[src/rtl/uart_tx_arb.sv]
// Round-robin arbiter that locks a UART transmitter to one requester for a whole packet.
// The lock is released on the last byte or after TIMEOUT idle cycles from the owner.
module uart_tx_arb #(
    parameter int NREQ    = 4,
    parameter int DLEN    = 8,
    parameter int TIMEOUT = 1024
) (
    input  logic                 clk,
    input  logic                 rstn,
    input  logic [NREQ-1:0]      i_req_valid,
    output logic [NREQ-1:0]      o_req_ready,
    input  logic [NREQ*DLEN-1:0] i_req_data,
    input  logic [NREQ-1:0]      i_req_last,
    output logic                 o_tx_valid,
    input  logic                 i_tx_ready,
    output logic [DLEN-1:0]      o_tx_data,
    output logic [NREQ-1:0]      o_grant,
    output logic                 o_timeout
);

    // state | meaning
    // IDLE  | no owner; arbitrate among valid requesters
    // LOCK  | grant_q owns the transmitter until last byte or idle timeout
    typedef enum logic {IDLE = 1'b0, LOCK = 1'b1} state_t;

    localparam int IW = (NREQ > 1) ? $clog2(NREQ) : 1;
    localparam int CW = $clog2(TIMEOUT);

    state_t          state_q, state_d;
    logic [NREQ-1:0] grant_q, grant_d;
    logic [IW-1:0]   gidx_q, gidx_d;
    logic [IW-1:0]   ptr_q, ptr_d;
    logic [CW-1:0]   cnt_q, cnt_d;
    logic [IW-1:0]   win_idx, next_ptr;
    logic [IW:0]     cand;
    logic            win_found;
    logic            sel_valid, sel_last, rel;
    logic [DLEN-1:0] sel_data;

    // Search upward from ptr_q with wrap; first valid port wins.
    always_comb begin
        win_found = 1'b0;
        win_idx   = '0;
        cand      = '0;
        for (int i = 0; i < NREQ; i++) begin
            cand = {1'b0, ptr_q} + (IW+1)'(i);
            if (cand >= (IW+1)'(NREQ)) cand = cand - (IW+1)'(NREQ);
            if (!win_found && i_req_valid[cand[IW-1:0]]) begin
                win_found = 1'b1;
                win_idx   = cand[IW-1:0];
            end
        end
    end

    always_comb begin
        sel_valid = 1'b0;
        sel_last  = 1'b0;
        sel_data  = '0;
        for (int k = 0; k < NREQ; k++) begin
            if (grant_q[k]) begin
                sel_valid = i_req_valid[k];
                sel_last  = i_req_last[k];
                sel_data  = i_req_data[k*DLEN +: DLEN];
            end
        end
    end

    assign next_ptr = (gidx_q == IW'(NREQ-1)) ? '0 : gidx_q + IW'(1);
    assign o_grant  = grant_q;

    always_comb begin
        state_d     = state_q;
        grant_d     = grant_q;
        gidx_d      = gidx_q;
        ptr_d       = ptr_q;
        cnt_d       = cnt_q;
        rel         = 1'b0;
        o_tx_valid  = 1'b0;
        o_tx_data   = sel_data;
        o_req_ready = '0;
        o_timeout   = 1'b0;
        case (state_q)
            IDLE: begin
                cnt_d = '0;
                if (win_found) begin
                    state_d = LOCK;
                    grant_d = NREQ'(1) << win_idx;
                    gidx_d  = win_idx;
                end
            end
            LOCK: begin
                o_tx_valid  = sel_valid;
                o_req_ready = grant_q & {NREQ{i_tx_ready}};
                // Backpressure with the owner still valid never counts as idle.
                if (sel_valid) begin
                    cnt_d = '0;
                    if (i_tx_ready && sel_last) rel = 1'b1;
                end else if (cnt_q == CW'(TIMEOUT-1)) begin
                    o_timeout = 1'b1;
                    rel       = 1'b1;
                end else begin
                    cnt_d = cnt_q + CW'(1);
                end
                if (rel) begin
                    state_d = IDLE;
                    grant_d = '0;
                    cnt_d   = '0;
                    ptr_d   = next_ptr;
                end
            end
            default: state_d = IDLE;
        endcase
    end

    always_ff @(posedge clk) begin
        if (!rstn) begin
            state_q <= IDLE;
            grant_q <= '0;
            gidx_q  <= '0;
            ptr_q   <= '0;
            cnt_q   <= '0;
        end else begin
            state_q <= state_d;
            grant_q <= grant_d;
            gidx_q  <= gidx_d;
            ptr_q   <= ptr_d;
            cnt_q   <= cnt_d;
        end
    end

endmodule

[config.mk]
export PLATFORM = sky130hd
export DESIGN_NAME = uart_tx_arb
export DESIGN_NICKNAME = d
export VERILOG_FILES = /design/src/rtl/uart_tx_arb.sv
export SDC_FILE = /design/constraint.sdc
export NUM_CORES = 1
export LEC_CHECK = 0
export CORE_MARGIN = 5
export CORE_UTILIZATION = 40
export CTS_CLUSTER_DIAMETER = 60
export DETAILED_ROUTE_END_ITERATION = 10
export PLACE_DENSITY_LB_ADDON = 0.08
export RECOVER_POWER = 25
export SETUP_SLACK_MARGIN = 0.4
export SLEW_MARGIN = 30
export SYNTH_ARGS = -nofsm -noshare
export SYNTH_HDL_FRONTEND = slang
export SYNTH_SLANG_ARGS = --single-unit
export TNS_END_PERCENT = 50
[constraint.sdc]
create_clock -name clk -period 1.8 [get_ports clk]
set_clock_uncertainty 0.15 [all_clocks]
set_input_delay 0.36 -clock clk [delete_from_list [all_inputs] [get_ports clk]]
set_output_delay 0.36 -clock clk [all_outputs]
set_load 0.01 [all_outputs]
# [Word level (Yosys, flattened, before mapping)]
# Index checks and enable logic that the tools add are counted.
# W data, S select, Z words.
[totals] regBits=19 latch_bits=0 ram_bits=0 romBits=0 out_inout_bits=18 word_cells=91 mem_count=0
[op_classes] n_addsub=9 n_mul=0 div=0 magnitude_cmp=8 n_eq_ne=5 shift=1 mux=51 n_bitwise=2 n_reduce_logical=10
[ops] op="$mux W8" count=4
[ops] op="$mux W10" count=3
[ops] op="$mux W1" count=25
[ops] op="$pmux W10 S2" count=1
[ops] op="$mux W2" count=9
[ops] op="$lt A2 B3 Y1 const B" count=4
[ops] op="$mux W4" count=3
[ops] op="$add A10 B1 Y10 const B" count=1
[ops] op="$eq A10 B10 Y1 const B" count=1
[ops] op="$ge A3 B3 Y1 const B" count=3
[ops] op="$bmux W1 S2" count=4
[ops] op="$pmux W4 S2" count=1
[ops] op="$sub A2 B1 Y2 const B" count=4
[ops] op="$add A2 B2 Y3 const B" count=2
[ops] op="$reduce_and A2 Y1" count=3
[ops] op="$and A4 B4 Y4" count=1
[ops] op="$logic_and A1 B1 Y1" count=4
[ops] op="$ne A4 B3 Y1 const B" count=1
[ops] op="$shl A1 B2 Y4 const A" count=1
[ops] op="$add A2 B1 Y3 const B" count=1
[ops] op="$ge A2 B3 Y1 const B" count=1
[ops] op="$logic_not A1 Y1" count=3
[ops] op="$add A2 B1 Y2 const B" count=1
[ops] op="$eq A2 B2 Y1 const B" count=1
[ops] op="other kinds (4)" count=4

# [Logic depth before layout (Yosys ltp)]
[depth] ltp_word=17 ltp_mapped=7 ltp_nobuf=5

# [Worst setup path after synthesis]
# No wires, ideal clock.
[synth_timing] path_type="register -> output" startpoint="register grant_q[2] (netlist: o_grant[2])" endpoint="output port o_tx_data[0]" arrival_time_ns=1.359 t_required_ns=1.290 path_slack_ns=-0.069 path_stages_with_launch=5 path_buffers=2 cell_sequence="dfxtp_1 clkbuf_1 clkbuf_1 a21oi_1 o21ai_0"
[synth_via] elab_chain_cells=2
[synth_rtl] element="from (decl)" line_no="30" rtl="logic [NREQ-1:0] grant_q, grant_d;"
[synth_rtl] element="from (signal assigned)" line_no="124" rtl="grant_q <= grant_d;"
[synth_rtl] element="$mux W8 (2 in a row)" line_no="60" rtl="if (grant_q[k]) begin"
[synth_rtl] element="to (decl)" line_no="16" rtl="output logic [DLEN-1:0] o_tx_data,"
# Every way passes these cells.

# [Final worst setup path]
[layout_timing] startpoint="register grant_q[0] (netlist: o_grant[0])" endpoint="output port o_tx_data[6]"
[layout_via] elab_chain_cells=4
[layout_rtl] element="$mux W8 (4 in a row)" line_no="60"
# Every way passes these cells.

==> metrics <==
status finished, violations left; failing checks negative setup slack; Setup TNS -2354 ps; Die Wd 65.42 µm; syn avg cell area 7.538 µm²; die area 4280 µm²; Reg2Reg Depth 8; Place WS -672.8 ps; area grow syn2layout 100.2%; prevailing post-synth register cell dfxtp_1; total gr overflow 0; initial antenna violation count 0; Post-DP HPWL 3.304 mm; Min Hold Slack 356.2 ps; PD cells 498.6 nW/µm²; ranking of synthesized cells by area dfxtp_1 (31%), nor2_1 (6.7%), nand2_1 (6.4%); post-layout net count 313; number of global-route vias before repair 1701; Clk Latency, worst-skew pair 300 ps; share of layout cells above drive strength 1 0.4644; Post-synth EDFFs 0; IO buf count 60; Hold Vio Cnt, Final 0; Yosys warnings 0; P_leak 1.065 nW; num rows 20; post-synthesis simple-gate area fraction 0.2648; Synth Area in Compound Gates 0.2709; Synth cell types 39; CP Max Fanout 5; DRT Pass-1 Iters 4; R2R setup slack -150 ps; post-synthesis adder-cell area fraction 0.02037; # H-tree levels 1; largest family of logic cells by synthesized area compound AO/OA/AOI/OAI gates; register area share after synthesis 0.3096; Synth top area share 0.3096; number of diodes 0; clock sinks 19; post-synthesis async set-or-reset flop share 0; min-delay src ptr_q[0]$_SDFFE_PN0P_; Syn Inst Count 163; final worst setup slack -236.5 ps; fill count 193; overall routing resource usage 0.2240; via count 1608; CTS Buffer Depth 2; CTS root buffer clkbuf_4; DRC viols 0; syn nets 208; Setup CP Type reg2out; # IOs 61; Data arrival, critical path 1530 ps; Initial Utilization 0.4092; Synth Area in XOR/XNOR 0.04990; Max-slew headroom 0.7517; initial DRC count 73; Final period util 1.131; post-synth top area cell dfxtp_1; Routed WL 4.842 mm; CTS clk-pin slew, worst paths 110 ps; R2R Path End o_grant[0]$_SDFFE_PN0P_; Core ar. 3003 µm²; CTS tree yes; post-layout power 1.227 mW; routability cong. 0.7986; Slew @ Worst Pin 372.4 ps; Num CTS Buffers 3; first-pass GRT wire length 7.465 mm; RSZ-0062 raised after global routing true; Worst Hold End ptr_q[0]$_SDFFE_PN0P_; Antenna Nets Post-Route 0; Setup crit start kind flop; maxcap violations 0; worst path required time 1290 ps; Cell Count, Final, Fillers Out 300; Peak VDD IR 391.6 µV; Critical Path Sink Type output port; Setup violations, final 16; Hold-fix buffers, CTS 0; final instance area 2460 µm²; Worst Hold Depth 2; Fmax 491.0 MHz; largest net degree at the start of global routing 13; Die Ht 65.42 µm; Final Critical Period 2037 ps; mapped cell area 1229 µm²; dpl cells 283; mux contribution to synthesized area 0.04175; WL/cell 16.14 µm; Hold Crit Class reg2reg; FF+latch count, synth 19; routed vias/inst 5.360; Placement Cell Area 2145 µm²; Critical R2R Launch o_grant[0]$_SDFFE_PN0P_; Util after Layout 0.8192; Slew Limit Fails 0
-- report_power, final --
part | switching, mW | internal, mW | leakage [nW]
Clock | 0.137 | 0.0866 | 0.0150
Sequential | 0.0220 | 0.438 | 0.158
Combinational | 0.234 | 0.309 | 0.892
Total | 0.393 | 0.833 | 1.06
-- final cells by class --
class                   count  area [µm²]  area share
multi-input cells         132        1006      0.4090
repair buffers            108       974.7      0.3962
flip-flops and latches     19       396.6      0.1612
well taps                  33       41.29     0.01679
clock buffers               4       26.28     0.01068
inverters                   4       15.01    0.006104
-- layer usage --
layer,routed length (µm),part of all wire,up-vias,global-route usage
li1,-,-,794,-
met1,1783,0.37,742,0.2312
met2,2591,0.54,61,0.4336
met3,355,0.073,11,0.04274
met4,112,0.023,0,0.09326
met5,0,0,-,0
-- cell families after synthesis --
kind of cell,after synthesis
flip-flops,19
buffers and inverters,12
XOR/XNOR,7
adder cells (fa/ha/maj),2
AO/OA/AOI/OAI,49
AND/OR/NAND/NOR,69
multiplexers,5
-- cells in the final DEF (no fill, tap or decap), types with 8 or more instances in the layout --
| cell | count |
|---|---|
| a21oi_1 | 11 |
| a22oi_2 | 8 |
| buf_2 | 13 |
| buf_4 | 35 |
| buf_6 | 16 |
| clkdlybuf4s50_1 | 37 |
| dfxtp_1 | 12 |
| nand2_1 | 21 |
| nor2_1 | 14 |
| o21ai_2 | 8 |
-- worst max-delay path: stages (launching register included) --
cell and delay [ps]:
dfxtp_2 340, nor2b_4 130, buf_6 130, buf_6 100, a22oi_2 120, nor2_1 60
a21oi_1 150, o21ai_2 70, buf_2 130
-- cell usage after synthesis (2+ instances only) --
| cell type | instances |
|---|---|
| o21ai_0 | 9 |
| xor2_1 | 5 |
| a22oi_1 | 8 |
| ha_1 | 2 |
| nand3_1 | 7 |
| o32ai_1 | 4 |
| nor2_1 | 22 |
| dfxtp_1 | 19 |
| clkbuf_1 | 7 |
| nand2_1 | 21 |
| xnor2_1 | 2 |
| inv_1 | 4 |
| nand2b_1 | 2 |
| a21oi_2 | 2 |
| and4_1 | 2 |
| mux2i_1 | 4 |
| a21oi_1 | 13 |
| a21o_1 | 2 |
| and3_1 | 5 |
| nor2b_1 | 3 |
| nor3b_1 | 2 |
-- what timing repair did --
item | in CTS | in global routing
setup buffers | 7 | 4
resized for setup | 111 | 29
endpoints found under the setup margin | 37 | 37
cloned | 2 | 0
pin swaps | 16 | 19
endpoints found under the hold margin | 0 | 0
-- registers in the layout, summed over array words and instances (netlist names) --
name     flops
gidx_q       2
ptr_q        2
cnt_q       10
state_q      1
o_grant      4
-- how the worst max path moves through the flow --
stage / from / to / cells after the start / slack (ps)
after global placement: i_req_valid[1] / o_timeout / 5 / -610
after detailed placement: i_req_valid[2] / o_timeout / 5 / -670
after CTS: o_grant[1]$_SDFFE_PN0P_ / o_tx_data[2] / 7 / -160
after floorplan: i_req_valid[1] / ptr_q[0]$_SDFFE_PN0P_ / 5 / 180
final: o_grant[0]$_SDFFE_PN0P_ / o_tx_data[6] / 8 / -240
after global routing: o_grant[1]$_SDFFE_PN0P_ / o_tx_valid / 6 / -330
Note: power is estimated with default switching activity, not from simulation.
